**config.mk**
```make
export PLATFORM = sky130hd
export DESIGN_NAME = bcd_to_xy
export DESIGN_NICKNAME = d
export VERILOG_FILES = /design/src/rtl/xy_pkg.sv /design/src/rtl/bcd_lane.sv /design/src/rtl/bcd_to_xy.sv
export SDC_FILE = /design/constraint.sdc
export NUM_CORES = 1
export LEC_CHECK = 0
export CAP_MARGIN = 5
export CORE_ASPECT_RATIO = 0.75
export CORE_UTILIZATION = 60
export DETAILED_ROUTE_END_ITERATION = 8
export GPL_TIMING_DRIVEN = 0
export PLACE_DENSITY_LB_ADDON = 0.25
export SYNTH_ARGS = -nofsm -noshare
export SYNTH_HDL_FRONTEND = slang
export SYNTH_SLANG_ARGS = --single-unit
```
**constraint.sdc**
```tcl
create_clock -name clk -period 4.83 [get_ports clk]
set_input_delay 0.7245 -clock clk [delete_from_list [all_inputs] [get_ports clk]]
set_output_delay 0.7245 -clock clk [all_outputs]
set_load 0.1 [all_outputs]
```
**src/rtl/xy_pkg.sv**
```systemverilog
// Shared constants, state encoding and digit helpers for the BCD-to-binary XY converter.
package xy_pkg;

    localparam int ACC_W = 10;

    localparam logic [ACC_W-1:0] W_HUND    = 10'd100;
    localparam logic [ACC_W-1:0] W_TENS    = 10'd10;
    localparam logic [3:0]       DIGIT_MAX = 4'd9;

    typedef logic [1:0] state_t;

    localparam logic [1:0] ST_IDLE = 2'd0;
    localparam logic [1:0] ST_HUND = 2'd1;
    localparam logic [1:0] ST_TENS = 2'd2;
    localparam logic [1:0] ST_ONES = 2'd3;

    localparam int HUND_LSB = 8;
    localparam int TENS_LSB = 4;
    localparam int ONES_LSB = 0;

    function automatic logic bcd_bad(input logic [11:0] d);
        return (d[HUND_LSB +: 4] > DIGIT_MAX) ||
               (d[TENS_LSB +: 4] > DIGIT_MAX) ||
               (d[ONES_LSB +: 4] > DIGIT_MAX);
    endfunction

endpackage

```
**src/rtl/bcd_lane.sv**
```systemverilog
// One coordinate lane: latched digit counters, repeated-addition accumulator,
// and the saturating/wrapping output register.
module bcd_lane
    import xy_pkg::*;
#(
    parameter int OUT_W  = 8,
    parameter bit SAT_EN = 1'b1
) (
    input  logic             clk,
    input  logic             RST,
    input  state_t           state,
    input  logic             load,
    input  logic             clr_ovf,
    input  logic [11:0]      bcd,
    output logic [OUT_W-1:0] pos,
    output logic             ovf,
    output logic             more
);

    localparam logic [31:0] OUT_MAX = 32'((64'd1 << OUT_W) - 64'd1);

    logic [3:0]       cnt_h;
    logic [3:0]       cnt_t;
    logic [3:0]       ones;
    logic [ACC_W-1:0] acc;
    logic [ACC_W-1:0] sum;
    logic [31:0]      sum32;
    logic             sum_ovf;

    assign sum     = acc + ACC_W'(ones);
    assign sum32   = 32'(sum);
    assign sum_ovf = sum32 > OUT_MAX;

    // The FSM stays in a phase while any lane still has more than one add left.
    always_comb begin
        more = 1'b0;
        if (state == ST_HUND) begin
            more = cnt_h > 4'd1;
        end else if (state == ST_TENS) begin
            more = cnt_t > 4'd1;
        end
    end

    always_ff @(posedge clk) begin
        if (RST) begin
            cnt_h <= '0;
            cnt_t <= '0;
            ones  <= '0;
            acc   <= '0;
            pos   <= '0;
            ovf   <= 1'b0;
        end else begin
            if (load) begin
                cnt_h <= bcd[HUND_LSB +: 4];
                cnt_t <= bcd[TENS_LSB +: 4];
                ones  <= bcd[ONES_LSB +: 4];
                acc   <= '0;
            end else begin
                case (state)
                    ST_HUND: begin
                        if (cnt_h != 4'd0) begin
                            acc   <= acc + W_HUND;
                            cnt_h <= cnt_h - 4'd1;
                        end
                    end
                    ST_TENS: begin
                        if (cnt_t != 4'd0) begin
                            acc   <= acc + W_TENS;
                            cnt_t <= cnt_t - 4'd1;
                        end
                    end
                    ST_ONES: begin
                        ovf <= sum_ovf;
                        pos <= (sum_ovf && SAT_EN) ? {OUT_W{1'b1}} : sum32[OUT_W-1:0];
                    end
                    default: ;
                endcase
            end
            if (clr_ovf) begin
                ovf <= 1'b0;
            end
        end
    end

endmodule

```
**src/rtl/bcd_to_xy.sv**
```systemverilog
// Decimal-entry front end: converts 3-digit BCD X/Y to binary with a
// start/busy/done handshake; both lanes run in lock-step under one FSM.
//
//   state | meaning
//   IDLE  | waiting for start; rejects requests with a digit > 9
//   HUND  | adding 100 per remaining hundreds count
//   TENS  | adding 10 per remaining tens count
//   ONES  | adding ones digit, registering result and flags, pulsing done
module bcd_to_xy
    import xy_pkg::*;
#(
    parameter int OUT_W  = 8,
    parameter bit SAT_EN = 1'b1
) (
    input  logic             clk,
    input  logic             RST,
    input  logic             start,
    input  logic [11:0]      bcd_x,
    input  logic [11:0]      bcd_y,
    output logic [OUT_W-1:0] Xpos,
    output logic [OUT_W-1:0] Ypos,
    output logic             busy,
    output logic             done,
    output logic             ovf_x,
    output logic             ovf_y,
    output logic             err
);

    state_t state;
    logic   bad;
    logic   accept;
    logic   reject;
    logic   more_x;
    logic   more_y;

    assign bad    = bcd_bad(bcd_x) || bcd_bad(bcd_y);
    assign accept = (state == ST_IDLE) && start && !bad;
    assign reject = (state == ST_IDLE) && start && bad;
    assign busy   = state != ST_IDLE;

    always_ff @(posedge clk) begin
        if (RST) begin
            state <= ST_IDLE;
            done  <= 1'b0;
            err   <= 1'b0;
        end else begin
            done <= 1'b0;
            case (state)
                ST_IDLE: begin
                    if (accept) begin
                        state <= ST_HUND;
                    end else if (reject) begin
                        done <= 1'b1;
                        err  <= 1'b1;
                    end
                end
                ST_HUND: begin
                    if (!(more_x || more_y)) state <= ST_TENS;
                end
                ST_TENS: begin
                    if (!(more_x || more_y)) state <= ST_ONES;
                end
                ST_ONES: begin
                    state <= ST_IDLE;
                    done  <= 1'b1;
                    err   <= 1'b0;
                end
                default: state <= ST_IDLE;
            endcase
        end
    end

    bcd_lane #(.OUT_W(OUT_W), .SAT_EN(SAT_EN)) u_lane_x (
        .clk     (clk),
        .RST     (RST),
        .state   (state),
        .load    (accept),
        .clr_ovf (reject),
        .bcd     (bcd_x),
        .pos     (Xpos),
        .ovf     (ovf_x),
        .more    (more_x)
    );

    bcd_lane #(.OUT_W(OUT_W), .SAT_EN(SAT_EN)) u_lane_y (
        .clk     (clk),
        .RST     (RST),
        .state   (state),
        .load    (accept),
        .clr_ovf (reject),
        .bcd     (bcd_y),
        .pos     (Ypos),
        .ovf     (ovf_y),
        .more    (more_y)
    );

endmodule

```
==> metrics.txt <==
gp weighted congestion 0.892; Worst EP required 4.11 ns; routed len/inst 16.7 um; CTS H-tree lvls 3; Iter 0 DRT Violations 264; most frequent cells in the layout nor2_1 (68), dfxtp_1 (64), clkdlybuf4s50_1 (47), nand2_1 (44), a211oi_1 (32); Starting Density a little over three fifths; Syn Inst Count 446; Total Power 1.61 mW; TritonCTS buffer count 9; final setup fails 0; syn nets 501; Hold Buf Count CTS 0; GR Layer Usage met2 around 53%; Nets ~560; met3 GRT Util about 6.4%; die height 69.7 um; worst skew pair latency 0.36 ns; first-pass GRT wire length 16300 um; Syn-to-layout area delta 21.7%; pin count of the biggest net entering global routing 13; ranking of synthesized cells by area dfxtp_1 (35%), ha_1 (8.9%), nor2_1 (7.0%); layout cells sized above 1 8.06%; f_max 322 MHz; GR peak layer met2; FFs w/ async S/R, synth 0%; Fin. Hold Viols 0; yosys warns 0; initial antenna violation count 0; FILL cells 447; Yosys top cell area share 34.9%; Cell variety after synth 49; Synth Flop Type dfxtp_1; CP Class flop to primary output; outcome completed; routed vias ~3500; Max Cap Viol 0; Worst-path clk slew 0.08 ns; core area between 0.005 and 0.006 mm^2; post-CTS setup buffer count 0; GRT met1 Usage 42.0%; RSZ-0062 raised after global routing false; Slew Viols, Final 0; Synth area leader dfxtp_1; post-route antenna net violation count 0; Seq/Total Area, Yosys about a third; Post-synth EDFFs 0; CP endpoint kind primary output; Die Wd 92.3 um; Yosys reg bits 64; setup TNS 0 ns; GRT Overall Usage 32.8%; Worst Max-Slew Pin Slew 0.976 ns; Clock Tree Root clkbuf_8; Antenna Cells 0; TritonCTS clock tree built; grt ovf 0; Post-CTS Resized 0; # IOs 48; clk buf depth 2; Peak VDD IR 0.334 mV; die area 0.00643 mm^2; number of I/O port buffers 47; drt total wl between 9000 and 10000 um; syn avg cell area roughly 8 um^2; Vias/cell 5.91; pwr dens around 360 mW/mm^2; Leak 1.62 nW; num rows 24; Register-to-Register Setup Slack 2.29 ns; Pre-antenna DRT Iters 4; min Tclk post-route slightly above 3 ns; Post-Syn Area 0.00367 mm^2; worst clock skew 0.00862 ns; commonest non-fill, non-tap cell in the layout nor2_1; CP max FO 4; DRC violations left 0; Sinks on Clock Net 64; final worst-path cycle share 64.3%; hpwl dp 6870 um; Slew HR about a third; vias in the first global route around 3400; Worst Path Arrival 2.38 ns; Hold WC Path Type flop to flop; Startpoint Class flop
-- worst max-delay path, cell delays in order, from the launching register on --
cell             delay, ns
dfxtp_1               0.38
inv_1                 0.12
ha_1                  0.28
inv_1                 0.11
clkdlybuf4s50_1       1.14
-- final cells by class --
class / instances / area (um^2) / share of cell area (%)
Tap cell: 78 / 97.6 / 2.19
Clock buffer: 10 / 138 / 3.08
Multi-Input combinational cell: 335 / 2180 / 48.8
Clock inverter: 6 / 91.3 / 2.05
Sequential cell: 64 / 1280 / 28.7
Buffer: 23 / 115 / 2.58
Timing Repair Buffer: 47 / 470 / 10.5
Inverter: 24 / 90.1 / 2.02
-- Yosys cell counts, types with 4 or more instances --
library cell / instances
nand3_1: 8
buf_2: 16
o211ai_1: 7
o21ai_0: 13
o21bai_1: 4
nor3_1: 8
a21oi_1: 29
nand4_1: 5
xnor2_1: 21
nand2_1: 44
nor2_1: 68
a21o_1: 4
dfxtp_1: 64
a211oi_1: 32
inv_1: 24
ha_1: 26
clkbuf_1: 4
xor2_1: 17
-- sequential cells by signal (all words and copies together) (netlist names) --
name and count:
u_lane_x.acc 9, u_lane_y.acc 9, u_lane_x.pos 8, u_lane_y.pos 8, u_lane_x.cnt_h 4, u_lane_x.cnt_t 4
u_lane_x.ones 4, u_lane_y.cnt_h 4, u_lane_y.cnt_t 4, u_lane_y.ones 4, state 2, done 1
err 1, u_lane_x.ovf 1, u_lane_y.ovf 1
-- cells by family after synthesis --
logic type | count (synthesis) | share of synthesized area [%]
flops | 64 | 34.9
fa+ha+maj | 28 | 9.97
buf+inv | 47 | 5.60
simple gates | 160 | 20.2
xor+xnor | 38 | 9.08
mux | 1 | 0.273
compound gates | 108 | 19.9
-- per-layer routing --
layer	wire [um]	part of all wire (%)
met1	4450	45
met2	4490	46
met3	602	6.1
met4	249	2.5
met5	0	0
-- per-stage QoR --
step / hold WS [ns] / setup slack [ns] / std cells / instance area, um^2 / util [%]
detailed placement: 0.446 / 1.94 / 571 / 4230 / 72.3
finish: 0.453 / 1.73 / 587 / 4460 / 76.2
floorplan: 0.431 / 2.64 / 446 / 3670 / -
global route: 0.479 / 1.66 / 587 / 4460 / 76.2
CTS: 0.456 / 1.73 / 587 / 4460 / 76.2
global placement: 0.437 / 1.95 / 571 / 4230 / 72.3
-- path summary, 6_finish.rpt --
| check | from | end | cells after the start |
|---|---|---|---|
| worst max register to register | u_lane_x.acc[1]$_SDFFE_PP0P_ | u_lane_x.pos[3]$_SDFFE_PP0P_ | 7 |
| worst min register to register | u_lane_x.ones[0]$_SDFFE_PP0P_ | u_lane_x.pos[0]$_SDFFE_PP0P_ | 2 |
| worst min-delay path | u_lane_x.ones[0]$_SDFFE_PP0P_ | u_lane_x.pos[0]$_SDFFE_PP0P_ | 2 |
| worst max-delay path | state[0]$_SDFFE_PP0P_ | busy | 4 |
-- where the power goes --
part	leakage [nW]	internal, mW	switching, mW	total (mW)
registers	0.517	0.567	0.0447	0.612
clock network	0.105	0.306	0.226	0.532
logic	0.999	0.176	0.291	0.468
total	1.62	1.05	0.562	1.61
No activity file was read; power rests on OpenSTA's default activity.
